--- config.mk ---
export PLATFORM = sky130hd
export DESIGN_NAME = montgomery_redc
export DESIGN_NICKNAME = d
export VERILOG_FILES = /design/src/rtl/paillier_pkg.sv /design/src/rtl/mont_word_mac.sv /design/src/rtl/montgomery_redc.sv
export SDC_FILE = /design/constraint.sdc
export NUM_CORES = 1
export LEC_CHECK = 0
export BUFFER_PORTS_ARGS = -buffer_cell sky130_fd_sc_hd__buf_4
export CORE_MARGIN = 10
export CORE_UTILIZATION = 56
export DETAILED_ROUTE_END_ITERATION = 8
export PLACE_DENSITY = 0.78
export SLEW_MARGIN = 20
export SYNTH_ARGS = -nofsm -noshare
export SYNTH_HDL_FRONTEND = slang
export SYNTH_HIERARCHICAL = 1
export SYNTH_SLANG_ARGS = --single-unit
--- constraint.sdc ---
create_clock -name clk -period 7.5 [get_ports clk]
set_clock_uncertainty 0.2 [all_clocks]
set_input_delay 0 -clock clk [delete_from_list [all_inputs] [get_ports clk]]
set_output_delay 0 -clock clk [all_outputs]
set_load 0.02 [all_outputs]
--- src/rtl/paillier_pkg.sv ---
// Shared types and default word geometry for the Paillier datapath blocks
// (Montgomery reduction and the multiplier that feeds it).
package paillier_pkg;

    localparam int DEF_W = 8;
    localparam int DEF_S = 2;

    typedef enum logic [2:0] {
        IDLE,
        CALC_U,
        MAC,
        CARRY,
        FINAL,
        OUTPUT
    } redc_state_t;

endpackage

--- src/rtl/mont_word_mac.sv ---
// Single-word multiply-accumulate: {hi,lo} = a + x*y + c; the sum always fits in 2W bits.
module mont_word_mac
    import paillier_pkg::*;
#(
    parameter int W = DEF_W
) (
    input  logic [W-1:0] a,
    input  logic [W-1:0] x,
    input  logic [W-1:0] y,
    input  logic [W-1:0] c,
    output logic [W-1:0] hi,
    output logic [W-1:0] lo
);

    logic [2*W-1:0] prod;

    assign prod     = {{W{1'b0}}, x} * {{W{1'b0}}, y};
    assign {hi, lo} = prod + {{W{1'b0}}, a} + {{W{1'b0}}, c};

endmodule

--- src/rtl/montgomery_redc.sv ---
// Word-serial Montgomery reduction: result = T * R^-1 mod m, R = 2^(S*W).
// Optional macro MONTGOMERY_REDC_ODD_CHECK_EN flags an even modulus through err.
module montgomery_redc
    import paillier_pkg::*;
#(
    parameter int W = DEF_W,
    parameter int S = DEF_S
) (
    input  logic             clk,
    input  logic             rst_n,
    input  logic             in_valid,
    output logic             in_ready,
    input  logic [2*S*W-1:0] t_in,
    input  logic [S*W-1:0]   m_in,
    input  logic [W-1:0]     m_prime,
    output logic             out_valid,
    input  logic             out_ready,
    output logic [S*W-1:0]   result,
    output logic             err
);

    localparam int N  = S * W;
    localparam int IW = $clog2(2 * S) + 1;

    redc_state_t     state;
    logic [2*N-1:0]  t_reg;
    logic [N-1:0]    m_reg;
    logic [W-1:0]    mp_reg;
    logic [W-1:0]    u;
    logic [W-1:0]    carry;
    logic            c_top;
    logic [IW-1:0]   i;
    logic [IW-1:0]   j;
    logic [IW-1:0]   idx_ij;
    logic [IW-1:0]   idx_is;
    logic [W-1:0]    mac_a, mac_x, mac_y, mac_c, mac_hi, mac_lo;

    // V < 2m is guaranteed by T < m*R, so one borrow-chain subtraction fully reduces.
    function automatic logic [N-1:0] final_reduce(input logic [N:0] v, input logic [N-1:0] m);
        logic [N+1:0] diff;
        diff = {1'b0, v} - {2'b00, m};
        return diff[N+1] ? v[N-1:0] : diff[N-1:0];
    endfunction

    assign idx_ij = i + j;
    assign idx_is = i + IW'(S);

    // One MAC serves all three arithmetic states: u = T[i]*m' (low word),
    // the row accumulate, and the carry fold-in (x*1 + c_top).
    always_comb begin
        mac_a = '0;
        mac_x = '0;
        mac_y = '0;
        mac_c = '0;
        unique case (state)
            CALC_U: begin
                mac_x = t_reg[int'(i)*W +: W];
                mac_y = mp_reg;
            end
            MAC: begin
                mac_a = t_reg[int'(idx_ij)*W +: W];
                mac_x = u;
                mac_y = m_reg[int'(j)*W +: W];
                mac_c = carry;
            end
            CARRY: begin
                mac_a = t_reg[int'(idx_is)*W +: W];
                mac_x = carry;
                mac_y = W'(1);
                mac_c = {{(W-1){1'b0}}, c_top};
            end
            default: ;
        endcase
    end

    mont_word_mac #(.W(W)) u_mac (
        .a  (mac_a),
        .x  (mac_x),
        .y  (mac_y),
        .c  (mac_c),
        .hi (mac_hi),
        .lo (mac_lo)
    );

`ifdef MONTGOMERY_REDC_ODD_CHECK_EN
    logic odd_fail;
    logic err_q;
    assign err = err_q;
`else
    assign err = 1'b0;
`endif

    always_ff @(posedge clk or negedge rst_n) begin
        if (!rst_n) begin
            state     <= IDLE;
            in_ready  <= 1'b1;
            out_valid <= 1'b0;
            result    <= '0;
            t_reg     <= '0;
            m_reg     <= '0;
            mp_reg    <= '0;
            u         <= '0;
            carry     <= '0;
            c_top     <= 1'b0;
            i         <= '0;
            j         <= '0;
`ifdef MONTGOMERY_REDC_ODD_CHECK_EN
            odd_fail  <= 1'b0;
            err_q     <= 1'b0;
`endif
        end else begin
            unique case (state)
                IDLE: begin
                    if (in_valid) begin
                        t_reg    <= t_in;
                        m_reg    <= m_in;
                        mp_reg   <= m_prime;
                        i        <= '0;
                        c_top    <= 1'b0;
                        in_ready <= 1'b0;
                        state    <= CALC_U;
`ifdef MONTGOMERY_REDC_ODD_CHECK_EN
                        odd_fail <= ~m_in[0];
                        err_q    <= 1'b0;
`endif
                    end
                end
                CALC_U: begin
`ifdef MONTGOMERY_REDC_ODD_CHECK_EN
                    if (odd_fail) begin
                        result    <= '0;
                        err_q     <= 1'b1;
                        out_valid <= 1'b1;
                        state     <= OUTPUT;
                    end else
`endif
                    begin
                        u     <= mac_lo;
                        j     <= '0;
                        carry <= '0;
                        state <= MAC;
                    end
                end
                MAC: begin
                    t_reg[int'(idx_ij)*W +: W] <= mac_lo;
                    carry <= mac_hi;
                    if (j == IW'(S - 1)) state <= CARRY;
                    else                 j     <= j + 1'b1;
                end
                CARRY: begin
                    t_reg[int'(idx_is)*W +: W] <= mac_lo;
                    c_top <= mac_hi[0];
                    if (i == IW'(S - 1)) begin
                        state <= FINAL;
                    end else begin
                        i     <= i + 1'b1;
                        state <= CALC_U;
                    end
                end
                FINAL: begin
                    result    <= final_reduce({c_top, t_reg[2*N-1:N]}, m_reg);
                    out_valid <= 1'b1;
                    state     <= OUTPUT;
                end
                OUTPUT: begin
                    if (out_ready) begin
                        out_valid <= 1'b0;
                        in_ready  <= 1'b1;
                        state     <= IDLE;
                    end
                end
                default: state <= IDLE;
            endcase
        end
    end

endmodule

==> impl_metrics.env <==
export IMPL_synth_area_leaders="dfrtp_1 (26%), fa_1 (11%), ha_1 (9.9%)"
export IMPL_core_area_sq_um=16600
export IMPL_wl_per_cell_um=20.9
export IMPL_yosysUniqueCellTypes=85
export IMPL_min_period_ns=7.17
export IMPL_swShare_pct=54.2
export IMPL_syn_area_per_cell_sq_um=8.92
export IMPL_grt_pass1_wl_um=47500
export IMPL_pwr_share_comb_pct=72.5
export IMPL_root_buffer="clkbuf_16"
export IMPL_synth_async_reset_ratio_pct=100
export IMPL_synth_cell_area_sq_um=9530
export IMPL_arrival_ns=7.27
export IMPL_synth_most_common_cell="nand2_1"
export IMPL_final_area_sq_um=11300
export IMPL_area_delta_synth_final_pct=18.6
export IMPL_vias=8907
export IMPL_gp_congestion=0.973
export IMPL_cts_buffers=9
export IMPL_power_switching_uw=3020
export IMPL_wirelength_um=29700
export IMPL_power_uw=5580
export IMPL_endpoint_kind="flop"
export IMPL_clock_latency_ns=0.38
export IMPL_drc_errors=0
export IMPL_slew_viol_final=0
export IMPL_fp_dieH_um=150
export IMPL_drive_above_1_share_pct=13.3
export IMPL_hold_viol_final=0
export IMPL_fin_crit_sh_pct=95.6
export IMPL_power_density_nw_per_um2=494
export IMPL_ys_warn_count=6
export IMPL_dp_slack_ns=0.470
export IMPL_r2r_start="state[1]"
export IMPL_synth_main_ff_cell="dfrtp_1"
export IMPL_crit_path_max_fanout=38
export IMPL_crit_path_start="state[1]"
export IMPL_fin_nets=1375
export IMPL_grt_use_total_pct=26.3
export IMPL_ys_ff_latch=100
export IMPL_timing_fmax_mhz=139
export IMPL_dr_first_iter_drc_count=1061
export IMPL_pin_count=79
export IMPL_htreeDepth=3
export IMPL_die_area_sq_um=22600
export IMPL_start_util_pct=57.2
export IMPL_grt_max_degree=67
export IMPL_grt_overflow_total=0
export IMPL_final_antenna_net_count=0
export IMPL_rsz0062_at_grt="yes"
export IMPL_cts_sinks=100
export IMPL_power_frac_seq_pct=18.6
export IMPL_syn_num_nets=1254
export IMPL_ir_drop_mv=0.259
export IMPL_place_area_sq_um=10300
export IMPL_netlist_instances=1068
export IMPL_antenna_found_initial=2
export IMPL_worstHoldStart="m_prime[6]"
export IMPL_drv_cap=0
export IMPL_yosysTopAreaCellShare_pct=26.0
export IMPL_clkPwrFrac_pct=8.9
export IMPL_largest_register_ffs=32
export IMPL_clkTransAtPathRegs_ns=0.09
export IMPL_hold_ws_ns=0.169
export IMPL_first_pass_iters=5
export IMPL_p_leak_uw=0.00548
export IMPL_fp_dieW_um=150
export IMPL_clk_path_buf_depth=2
export IMPL_via_per_inst=6.28
export IMPL_yosysSeqAreaShare_pct=26.3
export IMPL_grt_pass1_vias=8824
export IMPL_cts_tree="yes"
export IMPL_setup_viol_count_final=0
export IMPL_path_class="reg -> reg"
export IMPL_num_rows=47
export IMPL_io_buffers=77
export IMPL_hp_class="in -> reg"
export IMPL_fin_ws_ns=0.330
export IMPL_synth_largest_area_cell="dfrtp_1"
export IMPL_run_status="completed"
export IMPL_p_int_uw=2560
export IMPL_synth_edf_count=0
export IMPL_worstPathRequired_ns=7.60
export IMPL_synthTopCellsByCount="nand2_1 (156), dfrtp_1 (99), inv_1 (90)"
export IMPL_tightestPinTransition_ns=1.05
export IMPL_max_slew_margin_rel_pct=29.2
export IMPL_crit_path_start_kind="flop"
export IMPL_hpwl_um=21600
power by group through the flow:
stage | Sequential [uW] | Clock (uW) | Combinational [uW]
floorplan | 980 | 0 | 2870
global placement | 1020 | 0 | 3820
detailed placement | 1020 | 0 | 3900
CTS | 1020 | 501 | 3970
global route | 1050 | 520 | 4450
finish | 1040 | 499 | 4050
layer usage:
| metal | wire [um] | global-route usage, % |
|---|---|---|
| met5 | 0 | 0 |
| met4 | 1110 | 10.2 |
| met3 | 2480 | 5.55 |
| met2 | 13800 | 41.2 |
| met1 | 12300 | 34.9 |
final timing paths:
path	endpoint	slack (ns)	cells after the start
hold / removal	mp_reg[6]	0.17	4
hold reg to reg	mp_reg[1]	0.28	2
setup / recovery	t_reg[6]	0.33	24
setup reg to reg	t_reg[6]	0.33	24
min in group asynchronous	in_ready	0.46	3
max in group asynchronous	m_reg[13]	5.77	4
cell type report:
type / instances / area, sq um
multi-input combinational: 826 / 6480
fill: 1317 / 5350
sequential: 100 / 2500
timing repair buffer: 161 / 1370
inverter: 91 / 342
tap: 220 / 275
clock buffer: 9 / 225
clock inverter: 7 / 90.1
antenna: 4 / 10.0
critical path, stage by stage (launching register included):
cell and delay (ns):
dfrtp_1 0.57, nand2b_4 0.34, nor2_4 0.20, mux2i_2 0.32, buf_4 0.23, mux4_2 0.49
and2_1 0.16, inv_1 0.08, fa_1 0.40, inv_1 0.09, fa_1 0.42, ha_1 0.32
fa_1 0.54, inv_1 0.05, fa_1 0.49, inv_1 0.04, ha_1 0.37, nand3_1 0.12
o22ai_2 0.21, nor2_1 0.08, xnor2_1 0.71, mux2i_1 0.20, o211ai_1 0.22, a21oi_1 0.10
a21oi_1 0.14
stage by stage:
stage / TNS [ns] / util [%] / instances
6_report: 0 / 67.9 / 1418
3_3_place_gp: 0 / 62.1 / 1336
5_1_grt: -0.0596 / 67.9 / 1416
4_1_cts: 0 / 67.8 / 1414
3_5_place_dp: 0 / 62.1 / 1336
2_1_floorplan: 0 / - / 1068
cells in the final DEF, fill, tap and decap left out, types with 24 or more instances in the layout:
cell and count:
dlygate4sd3_1 61, inv_1 90, nor2_1 35, fa_1 51, and2_1 54, nand2_1 156
a22oi_1 31, nand3_1 24, buf_4 99, ha_1 75, o21ai_0 77, a21oi_1 44
dfrtp_1 99
what timing repair did:
item,4_1_cts,5_1_grt
resized for setup,0,7
hold buffers,62,0
setup endpoints to repair,0,7
endpoints found under the hold margin,94,0
buffers inserted,0,0
cells by family (layout without fill, tap and decap cells):
family	Yosys count	count (layout)	synth area share [%]
adders and majority gates	126	126	20.6
DFF	100	100	26.3
AOI/OAI and AO/OA	286	286	20.7
xor gates and xnor gates	20	20	2.01
other	1	5	0.0394
buffers and inverters	142	268	5.82
and+or+nand+nor	354	354	18.2
muxes	39	39	6.34
No activity file was read; power rests on OpenSTA's default activity.
